$ cat src/rtl/cache_pkg.sv
// Shared state type and block geometry for the cache fill path.
package cache_pkg;

   typedef enum logic {IDLE, FILL} state_e;

   localparam int unsigned WORDS_PER_BLOCK   = 8;
   localparam int unsigned BLOCK_OFFSET_BITS = $clog2(2 * WORDS_PER_BLOCK);
   localparam int unsigned WORD_SEL_W        = $clog2(WORDS_PER_BLOCK);

endpackage

$ cat src/rtl/fill_counter.sv
// Up-counter with synchronous clear (priority over enable) and async active-low reset.
module fill_counter #(
   parameter int unsigned WIDTH = 4
) (
   input  logic             clk,
   input  logic             rst_n,
   input  logic             clr,
   input  logic             en,
   output logic [WIDTH-1:0] cnt
);

   logic [WIDTH-1:0] cnt_q, cnt_d;

   always_comb begin
      cnt_d = cnt_q;
      if (clr) begin
         cnt_d = '0;
      end else if (en) begin
         cnt_d = cnt_q + WIDTH'(1);
      end
   end

   always_ff @(posedge clk or negedge rst_n) begin
      if (!rst_n) begin
         cnt_q <= '0;
      end else begin
         cnt_q <= cnt_d;
      end
   end

   assign cnt = cnt_q;

endmodule

$ cat src/rtl/cache_fill_fsm.sv
// Cache block fill initiator: issues pipelined word reads on a miss, writes returning words into
// the data array, and forwards write-through stores to memory while idle.
module cache_fill_fsm #(
   parameter int unsigned ADDR_WIDTH      = 16,
   parameter int unsigned WORDS_PER_BLOCK = cache_pkg::WORDS_PER_BLOCK,
   parameter int unsigned MEM_LAT         = 4
) (
   input  logic                               clk,
   input  logic                               rst_n,
   input  logic                               miss_detected,
   input  logic [ADDR_WIDTH-1:0]              miss_address,
   input  logic                               wr_req,
   input  logic [ADDR_WIDTH-1:0]              wr_addr,
   input  logic [15:0]                        wr_data,
   output logic                               fsm_busy,
   output logic                               mem_enable,
   output logic                               mem_wr,
   output logic [ADDR_WIDTH-1:0]              mem_addr,
   output logic [15:0]                        mem_data_out,
   input  logic [15:0]                        mem_data_in,
   input  logic                               mem_data_valid,
   output logic                               write_data_array,
   output logic [$clog2(WORDS_PER_BLOCK)-1:0] data_word_sel,
   output logic [15:0]                        write_data,
   output logic                               write_tag_array,
   output logic                               fill_done
);

   localparam int unsigned SEL_W = $clog2(WORDS_PER_BLOCK);
   localparam int unsigned CNT_W = SEL_W + 1;
   localparam int unsigned OFF_W = $clog2(2 * WORDS_PER_BLOCK);
   localparam logic [ADDR_WIDTH-1:0] BLOCK_MASK = {ADDR_WIDTH{1'b1}} << OFF_W;

   cache_pkg::state_e     state_q, state_d;
   logic [ADDR_WIDTH-1:0] base_q, base_d;
   logic [CNT_W-1:0]      issue_cnt, ret_cnt;
   logic                  cnt_clr, issue_en, ret_en;

   // Memory latency is fixed by the memory; the FSM simply counts returns as they arrive.
   logic unused_mem_lat;
   assign unused_mem_lat = ^MEM_LAT;

   fill_counter #(
      .WIDTH(CNT_W)
   ) u_issue_cnt (
      .clk  (clk),
      .rst_n(rst_n),
      .clr  (cnt_clr),
      .en   (issue_en),
      .cnt  (issue_cnt)
   );

   fill_counter #(
      .WIDTH(CNT_W)
   ) u_ret_cnt (
      .clk  (clk),
      .rst_n(rst_n),
      .clr  (cnt_clr),
      .en   (ret_en),
      .cnt  (ret_cnt)
   );

   always_comb begin
      state_d          = state_q;
      base_d           = base_q;
      cnt_clr          = 1'b0;
      issue_en         = 1'b0;
      ret_en           = 1'b0;
      fsm_busy         = 1'b0;
      mem_enable       = 1'b0;
      mem_wr           = 1'b0;
      mem_addr         = '0;
      mem_data_out     = '0;
      write_data_array = 1'b0;
      data_word_sel    = '0;
      write_data       = '0;
      write_tag_array  = 1'b0;
      fill_done        = 1'b0;

      unique case (state_q)
         cache_pkg::IDLE: begin
            fsm_busy = miss_detected;
            if (miss_detected) begin
               state_d = cache_pkg::FILL;
               base_d  = miss_address & BLOCK_MASK;
               cnt_clr = 1'b1;
            end else if (wr_req) begin
               mem_enable   = 1'b1;
               mem_wr       = 1'b1;
               mem_addr     = wr_addr;
               mem_data_out = wr_data;
            end
         end
         cache_pkg::FILL: begin
            fsm_busy = 1'b1;
            if (issue_cnt < CNT_W'(WORDS_PER_BLOCK)) begin
               mem_enable = 1'b1;
               mem_addr   = base_q + ADDR_WIDTH'({issue_cnt, 1'b0});
               issue_en   = 1'b1;
            end
            if (mem_data_valid) begin
               write_data_array = 1'b1;
               data_word_sel    = ret_cnt[SEL_W-1:0];
               write_data       = mem_data_in;
               ret_en           = 1'b1;
               if (ret_cnt == CNT_W'(WORDS_PER_BLOCK - 1)) begin
                  write_tag_array = 1'b1;
                  fill_done       = 1'b1;
                  state_d         = cache_pkg::IDLE;
               end
            end
         end
         default: state_d = cache_pkg::IDLE;
      endcase
   end

   always_ff @(posedge clk or negedge rst_n) begin
      if (!rst_n) begin
         state_q <= cache_pkg::IDLE;
         base_q  <= '0;
      end else begin
         state_q <= state_d;
         base_q  <= base_d;
      end
   end

endmodule
$ cat config.mk
export PLATFORM = sky130hd
export DESIGN_NAME = cache_fill_fsm
export DESIGN_NICKNAME = d
export VERILOG_FILES = /design/src/rtl/cache_pkg.sv /design/src/rtl/fill_counter.sv /design/src/rtl/cache_fill_fsm.sv
export SDC_FILE = /design/constraint.sdc
export NUM_CORES = 1
export LEC_CHECK = 0
export ABC_AREA = 1
export CORE_ASPECT_RATIO = 0.7
export CORE_UTILIZATION = 35
export CTS_BUF_LIST = sky130_fd_sc_hd__clkbuf_4 sky130_fd_sc_hd__clkbuf_8
export DETAILED_ROUTE_END_ITERATION = 10
export GPL_ROUTABILITY_DRIVEN = 0
export MAX_ROUTING_LAYER = met4
export PLACE_DENSITY_LB_ADDON = 0.1
export SLEW_MARGIN = 20
export SYNTH_ARGS = -nofsm -noshare
export SYNTH_HDL_FRONTEND = slang
export SYNTH_SLANG_ARGS = --single-unit
$ cat constraint.sdc
create_clock -name clk -period 1.9 [get_ports clk]
set_input_delay 0.38 -clock clk [delete_from_list [all_inputs] [get_ports clk]]
set_output_delay 0.38 -clock clk [all_outputs]
set_load 0.01 [all_outputs]
==> summary.txt <==
Logic synthesis
  – Synth Area in Compound Gates: 11.2%
  – Avg Cell Area, Syn: 6.44 um^2
  – Post-synthesis share of cell area spent on full adders, half adders and majority gates: 1.73%
  – Post-synthesis instance total: ~230
  – Synth Warn #: 0
  – Top post-synthesis cells by count: sky130_fd_sc_hd__nand2_1, sky130_fd_sc_hd__nor2_1, sky130_fd_sc_hd__inv_1, sky130_fd_sc_hd__dfrtp_1, sky130_fd_sc_hd__a22o_1
  – Post-Synth XOR/XNOR Area: 0.604%
  – Sequential-to-total area share from yosys stat: a little over a third
  – Synthesized cell area: 0.00145 mm^2
  – Number of nets produced by synthesis: 296
  – Cell with the most instances after synthesis: sky130_fd_sc_hd__nand2_1
  – Number of synthesized register bits: 21
  – Main combinational cell family by area after synthesis: simple AND/OR/NAND/NOR gates
  – Fraction of synthesized cell area taken by the top area cell type: 36.3%
  – Dominant synthesized flop cell: sky130_fd_sc_hd__dfrtp_1
  – EDFF count, synth: 0
  – Top cells by area in the synthesized netlist: sky130_fd_sc_hd__dfrtp_1, sky130_fd_sc_hd__nand2_1, sky130_fd_sc_hd__nor2_1, sky130_fd_sc_hd__inv_1, sky130_fd_sc_hd__a22o_1
  – Mux share of post-synthesis cell area: 0%
  – Share of flip-flops with an asynchronous set or reset: 100%
  – Post-synthesis simple-gate area fraction: approximately 32%
  – Area leader, netlist: sky130_fd_sc_hd__dfrtp_1
  – Distinct cell type count after synthesis: 22

Setup path
  – Kind of end point of the critical path: output pin
  – Max FO, Critical Path: 3
  – Signal arrival time at the worst endpoint: 1.48 ns
  – Critical Path Sink: fsm_busy
  – Worst Reg-to-Reg Cells: 9
  – Capturing point of the worst reg2reg path: u_ret_cnt.cnt[2]
  – Worst setup slack for register-to-register paths: 0.54 ns
  – Worst Path Required: between 1.5 and 2 ns
  – Critical path start-end classification: register to output pin
  – R2r startpoint: state_q
  – CP startpoint kind: register
  – Critical Path Start: state_q

STA
  – Tcrit/Tclk final: between 90% and 100%
  – Summed negative setup slack over all endpoints: 0 ns
  – Max Fclk: between 0.5 and 0.6 GHz
  – Endpoints failing hold: 0
  – Setup skew after layout: 0.00880 ns
  – Shortest clock period the worst path allows after layout: between 1.5 and 2 ns
  – Worst relative slew slack: 79.5%
  – Max-slew violation count: 0
  – Worst Tran Pin Value: 0.308 ns
  – Number of failing setup endpoints in the final timing report: 0

CTS
  – Worst-path clk slew: about 0.080 ns
  – Clock latency of the later-clocked register in the worst-skew pair: 0.27 ns
  – TritonCTS clock tree: yes
  – Clock tree root buffer cell: sky130_fd_sc_hd__clkbuf_8
  – Clock Sinks: 21
  – Clock buffer depth: 2
  – Number of buffers created by CTS: 3
  – Number of H-tree branching levels: 1

Global route
  – Congestion Overflow GR: 0
  – Routing usage on met1: about 28%
  – Global routing usage on met2: between 30% and 40%
  – Maximum number of pins on one net before global-route repair: 22
  – Most heavily used metal layer in global routing: met2
  – Vias in the first global route: 1622
  – Number of antenna violations at the first check in global routing: 0
  – Overall global routing resource usage: 22.0%
  – Met3 routing resource usage after global routing: 5.57%
  – Wire length of the first global-routing pass: 7.45 mm

Layout
  – Area Growth Syn to Fin: 88.9%
  – Final cell utilization of the core: 69.4%
  – FILL cells: approximately 350
  – Area of combinational cells with multiple inputs: between 600 and 700 um^2
  – Antenna diode count: 0
  – Final Instance Area: 0.00274 mm^2
  – Sequential cell area in the final layout: approximately 530 um^2
  – Ratio of cells with drive above 1 in the final layout: about a fifth
  – Net count, final: 433
  – Final cell count without fillers: between 400 and 500

Drt
  – Total Routed Length: approximately 4.6 mm
  – Number of routed nets with antenna violations: 0
  – DR DRC count: 0
  – Router iterations before antenna repair: 6
  – Vias: 1791
  – Average wire per cell in the routed design: 11.3 um
  – Drt first-iter violations: 63
  – Average via count per standard cell: 4.34

Placed design
  – Count of buffers inserted at the top-level ports: 121
  – Placed Cells incl. Taps: 403
  – Post-DP HPWL: 3.48 mm
  – Placed standard-cell area: between 0.002 and 0.003 mm^2

Power
  – Static leakage: 1.54 nW
  – Internal: roughly 1.6 mW
  – Peak VDD IR: 695 uV
  – P per Cell Area: between 900 and 1000 mW/mm^2
  – Portion of total power attributed to combinational logic: 56.9%
  – Sequential cell fraction of total power: roughly a third
  – Switching Fraction: 42.1%
  – Power spent charging and discharging nets: 1.14 mW
  – Total power of the final layout: approximately 2.7 mW
  – Clock power share: 11.2%

Floorplan
  – I/O Pins: 126
  – Core Region: 0.00395 mm^2
  – Width of the die: 78.9 um
  – Initial cell density of the core: 36.7%
  – Cell row count: 19
  – Die Footprint: 0.00440 mm^2
  – Die Ht: 55.8 um

Min path
  – Hold Path Class: primary input to asynchronous set/reset pin

Run status
  – Outcome: finished, final reports clean

Flow run
  – Max-capacitance violation count: 0
[worst max-delay path, cell delays in order (launching register included)]
cell and delay [ns]:
sky130_fd_sc_hd__dfrtp_2 0.44, sky130_fd_sc_hd__nor2_4 0.14, sky130_fd_sc_hd__buf_4 0.12, sky130_fd_sc_hd__inv_1 0.03
sky130_fd_sc_hd__clkdlybuf4s50_1 0.47
[power groups by stage]
stage	Combinational, mW	Clock, mW	Sequential (mW)
after global routing	1.70	0.323	0.893
after CTS	1.53	0.301	0.859
after global placement	1.64	0	0.856
after detailed placement	1.67	0	0.864
after floorplan	0.871	0	0.810
final	1.54	0.303	0.864
[how the worst min path moves through the flow]
stage	to	slack, ns	cells after the start
floorplan	base_q[10]	0.08	0
CTS	u_issue_cnt.cnt[0]	0.46	2
detailed placement	u_ret_cnt.cnt[3]	0.47	1
finish	base_q[8]	0.44	2
global route	base_q[8]	0.46	2
global placement	u_ret_cnt.cnt[3]	0.46	1
[per-stage QoR]
| stage | setup slack, ns | hold WS (ns) |
|---|---|---|
| 2_1_floorplan | 0.336 | 0.0844 |
| 3_3_place_gp | -0.357 | 0.458 |
| 3_5_place_dp | -0.372 | 0.467 |
| 4_1_cts | 0.000326 | 0.456 |
| 5_1_grt | -0.0141 | 0.465 |
| 6_report | 0.0410 | 0.441 |
[cells in the final DEF (no fill, tap or decap), types with 2 or more instances in the layout]
cell	n
sky130_fd_sc_hd__nand2_1	63
sky130_fd_sc_hd__clkdlybuf4s50_1	63
sky130_fd_sc_hd__inv_1	46
sky130_fd_sc_hd__nor2_1	42
sky130_fd_sc_hd__buf_2	23
sky130_fd_sc_hd__dlygate4sd2_1	22
sky130_fd_sc_hd__dfrtp_1	20
sky130_fd_sc_hd__buf_4	15
sky130_fd_sc_hd__a22o_1	9
sky130_fd_sc_hd__clkbuf_2	9
sky130_fd_sc_hd__o21ai_0	7
sky130_fd_sc_hd__nor2_2	5
sky130_fd_sc_hd__nand3_1	5
sky130_fd_sc_hd__a21oi_1	4
sky130_fd_sc_hd__clkdlybuf4s15_1	4
sky130_fd_sc_hd__o21ai_1	3
sky130_fd_sc_hd__clkbuf_8	3
sky130_fd_sc_hd__inv_2	2
sky130_fd_sc_hd__nor2_4	2
sky130_fd_sc_hd__ha_1	2
sky130_fd_sc_hd__buf_12	2
[sequential cells by signal, summed over array words and instances (netlist names)]
signal and cells:
u_issue_cnt.cnt 4, base_q 12, u_ret_cnt.cnt 4, state_q 1
[cell families (layout without fill, tap and decap cells)]
family / Yosys count / after routing
simple gates: 119 / 119
flops: 21 / 21
buf+inv: 57 / 193
compound gates: 25 / 25
xor+xnor: 1 / 1
fa+ha+maj: 2 / 2
[cell type report]
class | count | share of cell area (%)
Clock inverter | 1 | 0.274
Sequential cell | 21 | 19.2
Clock buffer | 3 | 1.51
Timing Repair Buffer | 140 | 44.5
Tap cell | 52 | 2.38
Inverter | 49 | 6.99
Multi-Input combinational cell | 147 | 25.1
[what timing repair did]
action | in CTS | in global routing
setup buffers | 2 | 3
hold endpoints to repair | 0 | 0
cloned | 1 | 0
hold buffers | 0 | 0
resized for setup | 135 | 31
pin swaps | 2 | 3
setup endpoints to repair | 57 | 28
[metal layers]
layer / routed length [um] / part of all wire [%]
met2: 2220 / 48
met1: 2100 / 45
met4: 19 / 0.41
met3: 314 / 6.8
met5: 0 / 0
Power figures use the tool's default switching activity.
